===== config.mk =====
export PLATFORM = sky130hd
export DESIGN_NAME = pipe_hazard_ctrl
export DESIGN_NICKNAME = d
export VERILOG_FILES = /design/src/rtl/pipe_hazard_ctrl_pkg.sv /design/src/rtl/hazard_mc_counter.sv /design/src/rtl/pipe_hazard_ctrl.sv
export SDC_FILE = /design/constraint.sdc
export NUM_CORES = 1
export LEC_CHECK = 0
export BUFFER_PORTS_ARGS = -buffer_cell sky130_fd_sc_hd__buf_2
export CORE_ASPECT_RATIO = 1.4
export CORE_MARGIN = 5
export CORE_UTILIZATION = 45
export CTS_CLUSTER_DIAMETER = 120
export DETAILED_ROUTE_END_ITERATION = 8
export GPL_ROUTABILITY_DRIVEN = 1
export PLACE_DENSITY_LB_ADDON = 0.05
export SLEW_MARGIN = 15
export SYNTH_ARGS = -nofsm -noshare
export SYNTH_HDL_FRONTEND = slang
export SYNTH_SLANG_ARGS = --single-unit

===== constraint.sdc =====
create_clock -name clk -period 2.56 [get_ports clk]
set_input_delay 0.384 -clock clk [delete_from_list [all_inputs] [get_ports clk]]
set_output_delay 0.384 -clock clk [all_outputs]
set_load 0.02 [all_outputs]

===== src/rtl/pipe_hazard_ctrl_pkg.sv =====
// rtl/pipe_hazard_ctrl_pkg.sv - shared stage indices, FSM encoding and stall mask helper
package pipe_hazard_ctrl_pkg;

    localparam int STG_PC  = 0;
    localparam int STG_IF  = 1;
    localparam int STG_ID  = 2;
    localparam int STG_EX  = 3;
    localparam int STG_MEM = 4;
    localparam int STG_WB  = 5;

    localparam int STALL_W = STG_WB + 1;

    typedef enum logic {
        ST_IDLE  = 1'b0,
        ST_FLUSH = 1'b1
    } hz_state_e;

    // Holding stage k also holds everything upstream of it, so the mask is bits 0..k.
    function automatic logic [31:0] stage_mask(input int unsigned k);
        stage_mask = (32'd2 << k) - 32'd1;
    endfunction

endpackage


===== src/rtl/hazard_mc_counter.sv =====
// rtl/hazard_mc_counter.sv - fixed-latency stall counter with load, decrement and busy
module hazard_mc_counter
    import pipe_hazard_ctrl_pkg::*;
#(
    parameter int CW = 6
) (
    input  logic          clk,
    input  logic          rst_n,
    input  logic          i_load,
    input  logic [CW-1:0] i_len,
    input  logic          i_clear,
    output logic          o_busy
);

    logic [CW-1:0] r_count;

    // The load cycle itself is already stalled by the caller, so only len-1 remains.
    always_ff @(posedge clk or negedge rst_n) begin
        if (!rst_n) begin
            r_count <= '0;
        end else if (i_clear) begin
            r_count <= '0;
        end else if (r_count != '0) begin
            r_count <= r_count - CW'(1);
        end else if (i_load && (i_len != '0)) begin
            r_count <= i_len - CW'(1);
        end
    end

    assign o_busy = (r_count != '0);

endmodule


===== src/rtl/pipe_hazard_ctrl.sv =====
// rtl/pipe_hazard_ctrl.sv - pipeline stall merge, exception flush sequencer and stall watchdog
module pipe_hazard_ctrl
    import pipe_hazard_ctrl_pkg::*;
#(
    parameter int                    NUM_STAGES   = STALL_W,
    parameter int                    NUM_REQ      = 2,
    parameter int                    SW           = 3,
    parameter logic [NUM_REQ*SW-1:0] REQ_STAGE    = {SW'(STG_WB), SW'(STG_ID)},
    parameter int                    MC_STAGE     = STG_WB,
    parameter int                    CW           = 6,
    parameter int                    FLUSH_CYCLES = 1,
    parameter int                    TIMEOUT      = 1024
) (
    input  logic                  clk,
    input  logic                  rst,
    input  logic [NUM_REQ-1:0]    stall_req,
    input  logic                  mc_start,
    input  logic [CW-1:0]         mc_cycles,
    input  logic                  excp_req,
    input  logic [31:0]           excp_pc,
    output logic [NUM_STAGES-1:0] stall,
    output logic                  flush,
    output logic [31:0]           new_pc,
    output logic                  mc_busy,
    output logic                  stall_timeout
);

    localparam int FW = (FLUSH_CYCLES > 1) ? $clog2(FLUSH_CYCLES) : 1;
    localparam int TW = $clog2(TIMEOUT + 1);
    localparam logic [NUM_STAGES-1:0] MC_MASK = NUM_STAGES'(stage_mask(MC_STAGE));

    hz_state_e               r_state;
    hz_state_e               w_state_nxt;
    logic [FW-1:0]           r_fcnt;
    logic [FW-1:0]           w_fcnt_nxt;
    logic [31:0]             r_new_pc;
    logic [TW-1:0]           r_wd_cnt;
    logic [TW-1:0]           w_wd_nxt;
    logic                    r_timeout;
    logic                    w_flush;
    logic                    w_enter_flush;
    logic                    w_mc_fresh;
    logic [NUM_STAGES-1:0]   w_req_stall;

    assign w_flush       = (r_state == ST_FLUSH);
    assign w_enter_flush = (r_state == ST_IDLE) && excp_req;
    assign w_mc_fresh    = mc_start && (mc_cycles != '0) && !mc_busy;

    always_comb begin
        w_req_stall = '0;
        for (int r = 0; r < NUM_REQ; r++) begin
            if (stall_req[r]) begin
                w_req_stall = w_req_stall | NUM_STAGES'(stage_mask(32'(REQ_STAGE[r*SW +: SW])));
            end
        end
    end

    // Stall is suppressed while the pipe is being invalidated and while in reset.
    assign stall = (!rst || w_flush) ? '0
                 : (w_req_stall | ((mc_busy || w_mc_fresh) ? MC_MASK : '0));

    hazard_mc_counter #(
        .CW (CW)
    ) u_mc_counter (
        .clk     (clk),
        .rst_n   (rst),
        .i_load  (mc_start && !w_enter_flush),
        .i_len   (mc_cycles),
        .i_clear (w_enter_flush),
        .o_busy  (mc_busy)
    );

    always_comb begin
        w_state_nxt = r_state;
        w_fcnt_nxt  = r_fcnt;
        case (r_state)
            ST_IDLE: begin
                if (excp_req) begin
                    w_state_nxt = ST_FLUSH;
                    w_fcnt_nxt  = FW'(FLUSH_CYCLES - 1);
                end
            end
            ST_FLUSH: begin
                if (r_fcnt == '0) begin
                    w_state_nxt = ST_IDLE;
                end else begin
                    w_fcnt_nxt = r_fcnt - FW'(1);
                end
            end
            default: w_state_nxt = ST_IDLE;
        endcase
    end

    always_ff @(posedge clk or negedge rst) begin
        if (!rst) begin
            r_state  <= ST_IDLE;
            r_fcnt   <= '0;
            r_new_pc <= '0;
        end else begin
            r_state <= w_state_nxt;
            r_fcnt  <= w_fcnt_nxt;
            if (w_enter_flush) begin
                r_new_pc <= excp_pc;
            end
        end
    end

    assign w_wd_nxt = (stall == '0)               ? '0
                    : (r_wd_cnt == TW'(TIMEOUT)) ? r_wd_cnt
                    :                              r_wd_cnt + TW'(1);

    always_ff @(posedge clk or negedge rst) begin
        if (!rst) begin
            r_wd_cnt  <= '0;
            r_timeout <= 1'b0;
        end else begin
            r_wd_cnt  <= w_wd_nxt;
            r_timeout <= r_timeout | (w_wd_nxt == TW'(TIMEOUT));
        end
    end

    assign flush         = w_flush;
    assign new_pc        = r_new_pc;
    assign stall_timeout = r_timeout;

endmodule


Word level (Yosys, flattened, before mapping)

Index checks and enable logic that the tools add are counted.

Register bits: 52
Bits in latches: 0
Bits in writable memories: 0
Memory bits (read-only): 0
Bits of input ports: 44
Output and inout port bits: 41
Memories kept: 0

Add/subtract/negate cells: 4
Multipliers: 0
Divide/modulo/power cells: 0
Magnitude comparators: 0
Equal/unequal tests: 3
Shift operators: 0
Mux-type cells: 15
Bitwise logic cells: 3
Reductions and logical operators: 14

Operators with widths:

| operator                                          | count |
|---|---|
| two-way mux 6 bit                                 | 6 |
| equality test 11 bit (second input constant)      | 2 |
| two-way mux 11 bit                                | 2 |
| nonzero test 6 bit                                | 2 |
| subtractor 6 x 1 -> 6 bit (second input constant) | 2 |
| adder 11 x 1 -> 11 bit (second input constant)    | 1 |
| zero test 6 bit                                   | 1 |
| bitwise OR 6 bit                                  | 1 |
| logical AND 1 bit                                 | 5 |
| two-way mux 1 bit                                 | 4 |
| one-hot mux 1 bit (2 select lines)                | 2 |
| zero test 1 bit                                   | 3 |
| two-way mux 3 bit                                 | 1 |
| nonzero test 3 bit                                | 1 |
| logical OR 1 bit                                  | 2 |
| inequality test 2 bit (second input constant)     | 1 |
| NOT 1 bit                                         | 1 |
| bitwise OR 1 bit                                  | 1 |
| subtractor 1 bit (second input constant)          | 1 |

Longest topological paths before layout

Gate-level depths: netlist (run 1).

Depth in word-level cells: 11
Mapped depth: 7
Gate-level depth less buffers: 7

By module

Synthesis (run 1) repeated with hierarchy kept, for this count alone.

Cells, all modules: 217
Area, all modules: 2538.7 µm²

By module, submodules not included:

| module            | instances | cells an instance | area each (µm²) | seq. area each (µm²) |
|---|---|---|---|---|
| pipe_hazard_ctrl  | 1         | 177               | 2158.3          | 1126.1 |
| hazard_mc_counter | 1         | 40                | 380.4           | 150.1 |

Worst setup path before layout (run 1)

No wires, ideal clock.

Kind: flip-flop to output port
Start: register u_mc_counter.r_count[2]
End: output port stall[1]
Data arrival time: 1.833 ns
Data required time: 2.176 ns
Slack: 0.343 ns
Stages on the path, launching flop included: 7
Buffers on the path: 2
Cells stage by stage: dfrtp_1 > or3_4 > nor4_4 > a311o_2 > buf_4 > inv_1 > buf_4

Cells in the longest elaborated chain, start to end: 7

RTL lines:

| item                     | RTL line                | source |
|---|---|---|
| start: declaration       | hazard_mc_counter.sv:15 | `logic [CW-1:0] r_count;` |
| start signal: assignment | hazard_mc_counter.sv:24 | `r_count <= r_count - CW'(1);` |
| start signal: assignment | hazard_mc_counter.sv:26 | `r_count <= i_len - CW'(1);` |
| nonzero test 6 bit (*)   | hazard_mc_counter.sv:30 | `assign o_busy = (r_count != '0);` |
| zero test 1 bit          | pipe_hazard_ctrl.sv:47  | `assign w_mc_fresh = mc_start && (mc_cycles != '0) && !mc_busy;` |
| logical AND 1 bit        | pipe_hazard_ctrl.sv:47  |  |
| logical OR 1 bit (*)     | pipe_hazard_ctrl.sv:60  | `: (w_req_stall \| ((mc_busy \|\| w_mc_fresh) ? MC_MASK : '0));` |
| two-way mux 6 bit (*)    | pipe_hazard_ctrl.sv:60  |  |
| bitwise OR 6 bit (*)     | pipe_hazard_ctrl.sv:60  |  |
| two-way mux 6 bit (*)    | pipe_hazard_ctrl.sv:59  | `assign stall = (!rst \|\| w_flush) ? '0` |
| end: declaration         | pipe_hazard_ctrl.sv:21  | `output logic [NUM_STAGES-1:0] stall,` |

Mark *: on every way between the ends. The rest lies on a longest branch, timed or not.

Worst setup path in the final report (run 1)

Start: register u_mc_counter.r_count[2]
End: output port stall[2]

Same word-level chain as after synthesis.

==> results.toml, run 1 <==
[cts]
cts_buffers = 5
cts_hold_buf = 0
cts-root-buf = "clkbuf_8"
cts_tree = "yes"
worstSkewPairLatency_ps = 290
clock_path_buffers = 2
post-cts-setup-buffers = 0
clkTransAtPathRegs_ps = 90
cts_resized = 0
ctsHtreeMaxLevel = 2
clock_sinks = 51

[logic_synthesis]
synth-compound-area-share_pct = 6.02
synth_top_family_by_area = "multiplexers"
synthDominantCellAreaShare_pct = 55.3
synthCells = 189
syn_area_per_cell_um2 = 12.2
synth_top_area_cell = "dfrtp_1"
yosysMostFrequentCell = "dfrtp_1"
yosys-top-cells-area = "dfrtp_1 (55%), mux2_2 (16%), nor2_1 (3.9%)"
synthFlopType = "dfrtp_1"
synth_common_cells = "dfrtp_1 (51), mux2_2 (32), nor2_1 (24)"
async_flop_share_pct = 100
synth.distinct_cells = 37
synthMuxAreaShare_pct = 16.1
synth-xor-area-share_pct = 4.93
syn_area_um2 = 2310
synthAdderAreaFrac_pct = 1.63
yosysWarningCount = 0
synth_nets = 236
ys_seq_area_share_pct = 55.3
synth_edf_count = 0
synth-seq-cells = 51
yosys.area_share.simple_pct = 12.8

[sta]
fin_hold_ws_ps = 207
drv_slew = 0
finalCriticalPeriod_ps = 2180
tns_ps = 0
skew_ps = 3.34
finalSetupViolCount = 0
hold_viol_final = 0
rsz0062_at_grt = "no"
worst_pin_slew_ps = 635
min_period_over_period_pct = 85.0
fmax_mhz = 460
relSlewSlack_pct = 57.6

[critical_path]
regToRegSetupSlack_ps = 620
crit_end = "stall[2]"
cp.arrival_ps = 1790
max_stage_delay_ps = 430
reg2reg_to = "u_mc_counter.r_count[4]"
crit_path_start = "u_mc_counter.r_count[2]"
cp-start-kind = "flop"
crit_fanout = 4
critPathRequiredTime_ps = 2180
crit_path_cell_trace = "or3_4 > nor4_4 > a311o_2 > inv_1 > buf_2"
worst-r2r-cell-count = 8
cpMaxStageDelayCell = "or3_4"
rr_startpoint = "u_mc_counter.r_count[2]"
endpoint_kind = "output port"
critPathKind = "reg -> out"

[power_and_ir_drop]
vdd_drop_max_mv = 0.452
power.density_nw_per_um2 = 734
p_leak_nw = 1.37

[die]
die_w_um = 70.5
die_area_um2 = 6680
rows = 30
design.core.area_um2 = 4920
start_util_pct = 46.9
io_pins = 85
die_h_um = 94.7

[route]
viasPerCell = 4.96
drt-wirelength-per-cell_um = 14.0
drt-initial-drc-count = 46
wl_um = 4770
drt-pass1-iter-count = 4
drc = 0
via_count = 1685
antenna_left = 0

[cells_and_area]
syn_to_final_growth_pct = 24.5
final_util_pct = 58.4
n_antenna_cell = 0
fill_cells = 447
drive_gt1_share_pct = 49.3
fin_nets = 322

[grt]
grt_overflow = 0
grt_pass1_vias = 1870
grt_util_all_layers_pct = 15.3
grt_first_pass_wirelength_um = 8350
antenna_found_initial = 0
grt_max_degree = 52

[worst_hold_path]
hold_path.class = "in -> async"

[place]
portBuffers = 84
dp_hpwl_um = 3570
place_congestion = 0.725

[run_status]
status = "finished, final reports clean"

[flow_run]
drv_cap = 0
-- metal layers --
layer  share of wire, %  global-route usage (%)  vias to the layer above
met5                  0                       0                        -
met4                1.1                    4.23                        0
met3                7.8                    5.01                        6
met2                 50                    27.3                       54
met1                 41                    17.6                      802
li1                   -                       -                      823
-- sequential cells by signal, indices dropped and copies added, names as in the netlist --
register,flops
stall_timeout,1
u_mc_counter.r_count,6
new_pc,32
flush,1
r_wd_cnt,11
-- worst max-delay path, delay by kind of cell, from the launching register on --
kind | cells | cell delay (ps)
flops | 1 | 400
buf+inv | 2 | 210
compound gates | 1 | 250
simple gates | 2 | 640
-- logic make-up after synthesis --
| logic type | count (synthesis) |
|---|---|
| buffers and inverters | 15 |
| muxes | 33 |
| DFF | 51 |
| adders and majority gates | 3 |
| AOI/OAI and AO/OA | 20 |
| and+or+nand+nor | 54 |
| xor gates and xnor gates | 13 |
-- how the worst min path moves through the flow --
| stage | start | end | slack [ps] | cells after the start |
|---|---|---|---|---|
| global placement | u_mc_counter.r_count[0] | u_mc_counter.r_count[0] | 460 | 1 |
| CTS | rst | new_pc[26] | 240 | 2 |
| finish | rst | r_wd_cnt[8] | 210 | 2 |
| floorplan | rst | flush | 90 | 0 |
| global route | rst | new_pc[3] | 280 | 2 |
| detailed placement | u_mc_counter.r_count[0] | u_mc_counter.r_count[0] | 460 | 1 |
-- cell usage in the layout (no fill, tap or decap), types with 2 or more instances in the layout --
cell type	n
nand2_1	7
o21ai_0	2
nand3_1	4
clkbuf_8	5
nor3_1	5
buf_2	84
a211oi_1	2
mux2_2	32
nor2_1	24
buf_4	4
o31ai_1	2
ha_1	3
xnor2_1	6
xor2_1	7
dfrtp_1	51
inv_1	5
a21oi_1	8
-- per-stage QoR --
step	setup WS (ps)	cells	power (mW)	cell area, µm²
floorplan	343	189	1.47	2310
global placement	350	332	1.69	2790
detailed placement	362	332	1.70	2790
CTS	344	340	2.15	2870
global route	246	340	2.26	2870
finish	385	340	2.11	2870
-- layout make-up --
class                      instances  area (µm²)  area share, %
clock inverter                     2        12.5          0.435
timing repair buffer              88         450           15.7
clock buffer                       6        72.6           2.53
tap                               64        80.1           2.79
inverter                           6        22.5          0.784
multi-input combinational        123         960           33.4
sequential                        51        1280           44.4
-- where the power goes --
part / internal, mW / switching (mW)
registers: 0.926 / 0.0822
logic: 0.288 / 0.374
clock network: 0.191 / 0.248
total: 1.41 / 0.704
Note: power is estimated with default switching activity, not from simulation.
==> inputs of run 2 (changes only) <==
Settings changed: CORE_UTILIZATION 45 to 44.
Clock period 2.56 ns to 1.8 ns, I/O delays scaled along.
==> results.toml, run 2 (same netlist as run 1, synthesis figures left out) <==
[sta]
relSlewSlack_pct = 57.7
hold_viol_final = 0
tns_ps = -1810
finalCriticalPeriod_ps = 2030
min_period_over_period_pct = 113
final.setup.worst_slack_ps = -228
worst_pin_slew_ps = 634
rsz0062_at_grt = "yes"
finalSetupViolCount = 19
fin_hold_ws_ps = 96.6
fmax_mhz = 493
drv_slew = 0
skew_ps = 6.06

[grt]
grt_max_degree = 52
grt.met1_usage_pct = 17.7
antenna_found_initial = 0
top_usage_layer = "met2"
met2_usage_pct = 27.4
grt_pass1_vias = 1890
grt_first_pass_wirelength_um = 8440
grt_util_all_layers_pct = 15.8
grt_util_met3_pct = 5.64
grt_overflow = 0

[power_and_ir_drop]
pwr-share-clk_pct = 22.9
p_total_mw = 3.40
p_int_mw = 2.32
combPwrFrac_pct = 35.1
p_leak_nw = 1.52
vdd_drop_max_mv = 0.693
p_seq_share_pct = 42.1
p_switching_mw = 1.08
power.density_nw_per_um2 = 1070
swShare_pct = 31.8

[place]
place_congestion = 0.721
dpl-instance-area_um2 = 2980
portBuffers = 84
dp_hpwl_um = 3890

[critical_path]
crit_path_start = "u_mc_counter.r_count[2]"
rr_startpoint = "u_mc_counter.r_count[2]"
cp.arrival_ps = 1760
cp-start-kind = "flop"
crit_fanout = 4
endpoint_kind = "output port"
critPathRequiredTime_ps = 1530
critPathKind = "reg -> out"

[route]
via_count = 1804
drt-initial-drc-count = 49
drc = 0
drt-wirelength-per-cell_um = 13.9
drt-pass1-iter-count = 4
wl_um = 5100
viasPerCell = 4.93
antenna_left = 0

[die]
design.core.area_um2 = 5120
die_h_um = 95.7
io_pins = 85
die_w_um = 71.2
rows = 31
die_area_um2 = 6820
start_util_pct = 45.1

[cells_and_area]
fill_cells = 458
fin_nets = 347
largest_reg_flops = 32
layout_common_cells = "buf_2 (77), dfrtp_1 (51), mux2_2 (32)"
mostFrequentLayoutCell = "buf_2"
fin_area_um2 = 3180
final_util_pct = 62.1
drive_gt1_share_pct = 55.7
n_antenna_cell = 0
syn_to_final_growth_pct = 37.8

[run_status]
status = "finished with violations"
violations = "setup timing"

[cts]
worstSkewPairLatency_ps = 300
clock_sinks = 51
cts_hold_buf = 0
cts-root-buf = "clkbuf_8"
cts_buffers = 5
clock_path_buffers = 2
clkTransAtPathRegs_ps = 90
cts_tree = "yes"
ctsHtreeMaxLevel = 2

[worst_hold_path]
hold_path.class = "in -> async"

[flow_run]
drv_cap = 0
run 2: stage by stage:
step	std cells	setup WS [ps]
floorplan	189	-303
global placement	355	-58.6
detailed placement	355	-92.1
CTS	365	-244
global route	366	-300
finish	366	-228
run 2: worst paths after layout:
kind                                  to  slack (ps)  cells past startpoint
min in group clk               new_pc[1]         190                      2
max                             stall[0]        -230                      6
max in group asynchronous     new_pc[31]        1270                      2
max reg2reg                stall_timeout        -100                      9
min reg2reg                stall_timeout         480                      1
min                          r_wd_cnt[7]         100                      2
run 2: worst max-delay path: stages, from the launching register on:
cell	delay [ps]
dfrtp_1	390
or3_4	410
nor4_4	130
buf_4	160
a311o_2	190
inv_2	60
buf_6	130
run 2: timing repair:
action,in CTS,in global routing
resized for setup,18,4
buffers inserted,4,2
setup endpoints to repair,8,21
pin swaps,2,4
run 2: layer usage:
layer  vias to the layer above  wire length, µm
met5                         -                0
met3                        11              388
met4                         0              106
met1                       870             1930
li1                        873                -
met2                        50             2680
run 2: final cells by class:
class,count,area (µm²),area share [%]
Multi-Input combinational cell,123,987,31.0
Clock inverter,2,37.5,1.18
Inverter,6,22.5,0.708
Clock buffer,5,68.8,2.16
Sequential cell,51,1280,40.1
Tap cell,66,82.6,2.60
Timing Repair Buffer,113,706,22.2
run 2: power groups by stage:
stage               clock network [mW]  logic [mW]  registers, mW
floorplan                            0       0.523           1.58
global placement                     0        1.08           1.45
detailed placement                   0        1.09           1.45
CTS                              0.802        1.19           1.43
global route                     0.847        1.31           1.45
finish                           0.777        1.19           1.43
